### src/rtl/qam_symbol_buffer.sv
// Qualifies modulator alignment markers with a period-lock FSM and buffers one
// symbol per qualified marker in a first-word fall-through FIFO.
module qam_symbol_buffer #(
    parameter int unsigned DEPTH      = 16,
    parameter int unsigned LOCK_COUNT = 4,
    parameter int unsigned PERIOD_W   = 16
) (
    input  logic                     clk,
    input  logic                     rst,
    input  logic                     m_align,
    input  logic [2:0]               A_reg,
    output logic [2:0]               sym_data,
    output logic                     sym_valid,
    input  logic                     sym_ready,
    output logic                     locked,
    output logic                     overflow,
    output logic [$clog2(DEPTH):0]   fill,
    output logic [15:0]              sym_count
);

    localparam int unsigned AddrW  = $clog2(DEPTH);
    localparam int unsigned MatchW = $clog2(LOCK_COUNT + 1);

    typedef enum logic [1:0] {StSearch, StTrack, StLocked} state_e;

    state_e              state_q, state_d;
    logic                m_align_q;
    logic [PERIOD_W-1:0] cnt_q, cnt_d;
    logic [PERIOD_W-1:0] ref_q, ref_d;
    logic [MatchW-1:0]   match_q, match_d;
    logic [AddrW:0]      wr_ptr_q, rd_ptr_q;
    logic [2:0]          mem [DEPTH];
    logic                overflow_q;
    logic [15:0]         sym_count_q;

    logic                strobe, near, late, qualified;
    logic                empty, full, push, pop, drop;
    logic [PERIOD_W:0]   cnt_ext, ref_ext;

    assign strobe = m_align & ~m_align_q;

    // Period comparisons carry one extra bit so 2*ref and ref+1 cannot wrap.
    assign cnt_ext = {1'b0, cnt_q};
    assign ref_ext = {1'b0, ref_q};
    assign near    = (cnt_ext <= ref_ext + (PERIOD_W + 1)'(1)) &&
                     (ref_ext <= cnt_ext + (PERIOD_W + 1)'(1));
    assign late    = cnt_ext > {ref_q, 1'b0};

    always_comb begin
        if (strobe) begin
            cnt_d = PERIOD_W'(1);
        end else if (&cnt_q) begin
            cnt_d = cnt_q;
        end else begin
            cnt_d = cnt_q + PERIOD_W'(1);
        end
    end

    always_comb begin
        state_d   = state_q;
        ref_d     = ref_q;
        match_d   = match_q;
        qualified = 1'b0;
        unique case (state_q)
            StSearch: begin
                if (strobe) begin
                    state_d = StTrack;
                    match_d = '0;
                end
            end
            StTrack: begin
                if (strobe) begin
                    // match_q == 0 means no reference period recorded yet.
                    if (match_q == '0 || !near) begin
                        ref_d   = cnt_q;
                        match_d = MatchW'(1);
                    end else begin
                        match_d = match_q + MatchW'(1);
                    end
                    if (match_d == MatchW'(LOCK_COUNT)) begin
                        state_d = StLocked;
                    end
                end else if (match_q != '0 && late) begin
                    state_d = StSearch;
                end
            end
            StLocked: begin
                if (strobe) begin
                    if (near) begin
                        qualified = 1'b1;
                    end else begin
                        state_d = StSearch;
                    end
                end else if (late) begin
                    state_d = StSearch;
                end
            end
            default: state_d = StSearch;
        endcase
    end

    assign empty = (wr_ptr_q == rd_ptr_q);
    assign full  = (wr_ptr_q[AddrW] != rd_ptr_q[AddrW]) &&
                   (wr_ptr_q[AddrW-1:0] == rd_ptr_q[AddrW-1:0]);
    assign pop   = ~empty & sym_ready;
    // A full FIFO still accepts a push when the head leaves on the same edge.
    assign push  = qualified & (~full | pop);
    assign drop  = qualified & full & ~pop;

    always_ff @(posedge clk) begin
        if (rst) begin
            state_q     <= StSearch;
            m_align_q   <= 1'b0;
            cnt_q       <= '0;
            ref_q       <= '0;
            match_q     <= '0;
            wr_ptr_q    <= '0;
            rd_ptr_q    <= '0;
            overflow_q  <= 1'b0;
            sym_count_q <= '0;
        end else begin
            state_q   <= state_d;
            m_align_q <= m_align;
            cnt_q     <= cnt_d;
            ref_q     <= ref_d;
            match_q   <= match_d;
            if (push) begin
                wr_ptr_q    <= wr_ptr_q + (AddrW + 1)'(1);
                sym_count_q <= sym_count_q + 16'd1;
            end
            if (pop) begin
                rd_ptr_q <= rd_ptr_q + (AddrW + 1)'(1);
            end
            if (drop) begin
                overflow_q <= 1'b1;
            end
        end
    end

    always_ff @(posedge clk) begin
        if (push) begin
            mem[wr_ptr_q[AddrW-1:0]] <= A_reg;
        end
    end

    assign sym_valid = ~empty;
    assign sym_data  = empty ? 3'd0 : mem[rd_ptr_q[AddrW-1:0]];
    assign locked    = (state_q == StLocked);
    assign overflow  = overflow_q;
    assign fill      = wr_ptr_q - rd_ptr_q;
    assign sym_count = sym_count_q;

endmodule

### config.mk
export PLATFORM = sky130hd
export DESIGN_NAME = qam_symbol_buffer
export DESIGN_NICKNAME = d
export VERILOG_FILES = /design/src/rtl/qam_symbol_buffer.sv
export SDC_FILE = /design/constraint.sdc
export NUM_CORES = 1
export LEC_CHECK = 0
export CELL_PAD_IN_SITES_DETAIL_PLACEMENT = 2
export CELL_PAD_IN_SITES_GLOBAL_PLACEMENT = 2
export CORE_MARGIN = 5
export CORE_UTILIZATION = 43
export CTS_CLUSTER_SIZE = 8
export DETAILED_ROUTE_END_ITERATION = 12
export PLACE_DENSITY_LB_ADDON = 0.3
export SETUP_SLACK_MARGIN = 0.15
export SLEW_MARGIN = 25
export SYNTH_ARGS = -nofsm -noshare
export SYNTH_HDL_FRONTEND = slang
export SYNTH_SLANG_ARGS = --single-unit
### constraint.sdc
create_clock -name clk -period 9.5 [get_ports clk]
set_clock_uncertainty 0.05 [all_clocks]
set_input_delay 1.9 -clock clk [delete_from_list [all_inputs] [get_ports clk]]
set_output_delay 1.9 -clock clk [all_outputs]
set_load 0.02 [all_outputs]
==> out/results.tsv <==
metric	value	unit
routabilityCongestion	0.849	
use_met1	28.1	%
rows	45	
cp.depth	11	
synth_edf_count	48	
worst_setup_path_end_kind	flop	
cp_max_fo	35	
critical_path.top_delay_family	simple AND/OR/NAND/NOR gates	
reg2reg_depth	11	
route.detailed.vias_per_inst	6.03	
wl_per_cell	24.5	microns
clk_latency	0.43	ns
yosysSeqAreaShare	43.1	%
drcViolationCount	0	
hold_violations	0	
clk_pin_slew	0.06	ns
pwr_density_cell	161	nW/um^2
grt_pass1_wl	34300	microns
holdBufCountCts	0	
period_needed	5.70	ns
power_leakage	2.88	nW
ys.flop_type	dfxtp_1	
grt_use_met2	45.7	%
worst_ep_arrival_time	5.77	ns
first_pass_iters	4	
syn2layout_area_growth	16.8	%
synth.avg_cell_area	10.4	sq um
most-common-layout-cells	dfxtp_1, ha_1, a21oi_1	
die_area	17800	sq um
post_cts_buffers	0	
yosys_register_bits	117	
crit_type	reg2reg	
synth_top_area_cell	edfxtp_1	
rsz0062_at_grt	no	
clockBufferDepth	2	
cpMaxStageDelayCell	or4_2	
crit_buf_inv	0	
setup_viol_count_final	0	
hp-class	reg2reg	
syn_inst	633	
io_pins	34	
numPortBuffers	33	
ys_async_sr_fraction	0	%
worstMarginPinSlew	0.925	ns
hold_depth	2	
cts_buffers	17	
setup_ws	3.80	ns
synthTopCellsByArea	edfxtp_1, dfxtp_1, ha_1	
grt.overflow.total	0	
fin_tns_setup	0	ns
worstSetupStartpointType	flop	
core	15100	sq um
relSlewSlack	36.7	%
critical_path_required	9.57	ns
drtIter0Drc	254	
grt_pass1_vias	5950	
ir_drop	155	uV
synth_area	6560	sq um
vias	5226	
drv_slew	0	
post_cts_resize_count	0	
grt_max_degree	56	
grtUsageMet3	5.48	%
htree_levels	4	
dpl.hpwl	15000	microns
clock_sinks	117	
grt_antenna_before_repair	0	
die_x	133	microns
num-nets-final	734	
slowest_delay	1.04	ns
maxCapViolations	0	
ant_nets	0	
antenna_cells	0	
die_y	133	microns
clock-root-buffer	clkbuf_16	
yosysTopAreaCellShare	22.0	%
cts_tree	done	
track_usage	25.0	%
crit_chain	ha_1 -> nand2_1 -> xnor2_1 -> ha_1 -> a211oi_1 -> nor2_1 -> a2111oi_0 -> a211oi_1 -> or4_2 -> nor2_2 -> and3_1	
min_period_over_period	60.0	%
max_freq	175	MHz
pre_cts_slack	3.83	ns
drt-total-wl	21200	microns
layout_commonest_cell	dfxtp_1	
busiest_layer	met2	
drive_above_1_share	9.13	%
status	complete, no violations	
yosys_warnings	0	
start_util	43.4	%
yosysUniqueCellTypes	50	
synth_nets	701	
[power by group]
group	internal [mW]	total [mW]	leakage [nW]	switching, mW
clock	0.392	0.655	0.284	0.263
combinational	0.0162	0.0491	1.60	0.0329
sequential	0.524	0.529	0.988	0.00420
total	0.932	1.23	2.88	0.300
[sequential cells by signal, indices dropped and copies added (netlist names), named ones only]
register / count
mem: 48
cnt_q: 16
ref_q: 16
sym_count: 16
rd_ptr_q: 5
wr_ptr_q: 5
match_q: 3
state_q: 2
m_align_q: 1
overflow: 1
[layout make-up]
| class | count | area (sq um) |
|---|---|---|
| well taps | 188 | 235 |
| fillers | 1532 | 7430 |
| repair buffers | 37 | 355 |
| clock buffers | 17 | 425 |
| inverters | 42 | 158 |
| clock inverters | 15 | 166 |
| multi-input cells | 451 | 3490 |
| flip-flops and latches | 117 | 2820 |
[routing by layer]
layer  share of wire [%]  wire length [microns]
met1                  41                   8600
met2                  53                  11200
met3                 3.3                    704
met4                 3.1                    656
met5                   0                      0
[tightest hold or removal path, stage by stage, from the launching register on]
cell and delay, ns:
dfxtp_1 0.34, a21oi_1 0.05, nor2_1 0.07
[metrics by stage]
stage               area (sq um)  power [mW]  util [%]  instances  hold WS [ns]
finish                      7660        1.23      50.7        867         0.443
global route                7660        1.27      50.7        867         0.470
CTS                         7660        1.24      50.7        867         0.451
detailed placement          7060       0.587      46.8        835         0.434
global placement            7060       0.584      46.8        835         0.403
floorplan                   6560       0.567         -        633         0.403
[cell usage after synthesis (12+ instances only)]
master and n:
and3_1 25, xnor2_1 27, o31ai_1 13, nand2_1 18, nor2_1 49, clkbuf_1 16
nor3_1 12, nand4_1 20, dfxtp_1 69, nand3_1 34, o21ai_0 13, or4_1 15
edfxtp_1 48, ha_1 60, inv_1 42, mux2i_1 19, mux4_2 15, a21oi_1 52
[path summary, 6_finish.rpt]
kind	endpoint	slack, ns	startpoint
setup / recovery	mem[2][1]$_DFFE_PP_	3.80	ref_q[1]$_SDFFE_PP0P_
hold / removal	overflow$_SDFFE_PP0P_	0.44	overflow$_SDFFE_PP0P_
setup reg to reg	mem[2][1]$_DFFE_PP_	3.80	ref_q[1]$_SDFFE_PP0P_
hold reg to reg	overflow$_SDFFE_PP0P_	0.44	overflow$_SDFFE_PP0P_
[cells by family after synthesis]
kind of cell | after synthesis | share of synthesized area (%)
and+or+nand+nor | 207 | 17.4
muxes | 34 | 8.05
adders and majority gates | 61 | 11.8
buffers and inverters | 65 | 3.89
AOI/OAI and AO/OA | 112 | 10.9
DFF | 117 | 43.1
xor gates and xnor gates | 37 | 4.94
Note: power is estimated with default switching activity, not from simulation.
==> RTL edit: new RTL, config.mk and constraints unchanged <==
The parameter `PERIOD_W` goes from 16 to 20.
--- a/src/rtl/qam_symbol_buffer.sv
+++ b/src/rtl/qam_symbol_buffer.sv
@@ -4,5 +4,5 @@
     parameter int unsigned DEPTH      = 16,
     parameter int unsigned LOCK_COUNT = 4,
-    parameter int unsigned PERIOD_W   = 16
+    parameter int unsigned PERIOD_W   = 20
 ) (
     input  logic                     clk,
Behaviour: same outputs for any inputs over 10 cycles, from zero or initial values and one cycle with rst high; that may be too few to reach the edited logic, so the function may still have changed.
==> RTL edit against the unedited design <==
Setup slack got worse by 0.084 ns. Area after synthesis increased by 8.7%. Design area up 9.0%. Power grew 13%. Sequential cell count grew 8. Global-route usage grew 2.8 points. Critical path depth is 2 higher. Synthesized cell count increased by 12%. Routed wire length rose by 23%. Critical path type unchanged. Largest power group unchanged.
==> RTL edit: results (changes against the unedited design) <==
* Placed instance count at 944 (+13%)
* PnR Total Power at 1.39 mW (+13%)
* DP Worst Slack at 4.01 ns (+0.180 ns)
* Initial DRC count at 349 (+37%)
* Worst path slowest cell: and2_1
* GPL Wtd Cong at 0.862 (+1.5%)
* Gr usage total at 0.279 (+0.0282)
* Unique cell type count in the Yosys netlist at 65 (+30%)
* Power share of the clock group at 0.560 (+0.029)
* Met3 wire len at 901 µm (+28%)
* Most frequent cells after synthesis: dfxtp_1, ha_1, a21oi_1, nor2_1
* Leading post-synthesis cells by cell area: dfxtp_1, edfxtp_1, ha_1, mux4_2, xnor2_1
* First-pass GRT wire length at 41.7 mm (+21%)
* Worst Tran Pin Value at 1.08 ns (+0.158 ns)
* Flop pwr share at 0.402 (-0.027)
* Status: complete, no violations
* Met1 WL at 10.2 mm (+19%)
* Vias at 5901 (+13%)
* Drt first pass iters at 5 (+1)
* Placed Area at 7660 µm² (+8.5%)
* Mapped Cells at 709 (+12%)
* Dpl hpwl at 16.7 mm (+11%)
* CP max stage delay at 0.90 ns (-0.14 ns)
* Avg Vias per Cell at 6.05 (+0.31%)
* Vias in the first global route at 6708 (+13%)
* Worst endpoint data arrival time at 5.81 ns (+0.04 ns)
* Fin nets at 823 (+12%)
* Sequential-to-total area share from yosys stat at 0.418 (-0.0121)
* Crit-path max FO at 26 (-26%)
* Initial antenna violation count at 0 (unchanged)
-- RTL edit: changes by cell type after synthesis, moves of 7 or more --
cell and change:
a21oi_1 +7, and3_1 -8, dfxtp_1 +8, ha_1 +12, nand2_1 +30, nand4_1 +10
nor2_1 +9, o31ai_1 -11, or3_1 +7, or4_1 -12, xnor2_1 +11
-- RTL edit: final timing paths --
| check | from | end | slack (ns) |
|---|---|---|---|
| setup / recovery | ref_q[0] | mem[2][2] | 3.72 |
| hold / removal | sym_count[14] | sym_count[14] | 0.48 |
| setup reg to reg | ref_q[0] | mem[2][2] | 3.72 |
| hold reg to reg | sym_count[14] | sym_count[14] | 0.48 |
-- RTL edit: layout make-up --
class	instances	area, µm²
Fill cell	1628	8060
Clock inverter	15	258
Inverter	47	176
Multi-Input combinational cell	518	3900
Sequential cell	125	2980
Timing Repair Buffer	34	333
Clock buffer	17	425
Tap cell	220	275
-- RTL edit: cells by family after synthesis --
logic type | synth area share
buffers and inverters | 0.0370
AO/OA/AOI/OAI | 0.0990
adder cells (fa/ha/maj) | 0.129
multiplexers | 0.0784
XOR/XNOR | 0.0602
AND/OR/NAND/NOR | 0.178
flip-flops | 0.418
-- RTL edit: worst register-to-register path, delay by kind of cell, from the launching register on --
family / cells / cell delay, ns
xor gates and xnor gates: 1 / 0.19
adders and majority gates: 1 / 0.25
and+or+nand+nor: 7 / 3.52
AOI/OAI and AO/OA: 3 / 0.90
DFF: 1 / 0.41
buffers and inverters: 1 / 0.10
-- RTL edit: layer usage --
layer  track usage  vias up
met5             0        -
met4         0.125        0
met3        0.0469       64
met2         0.514      160
met1         0.314     3005
li1              -     2672
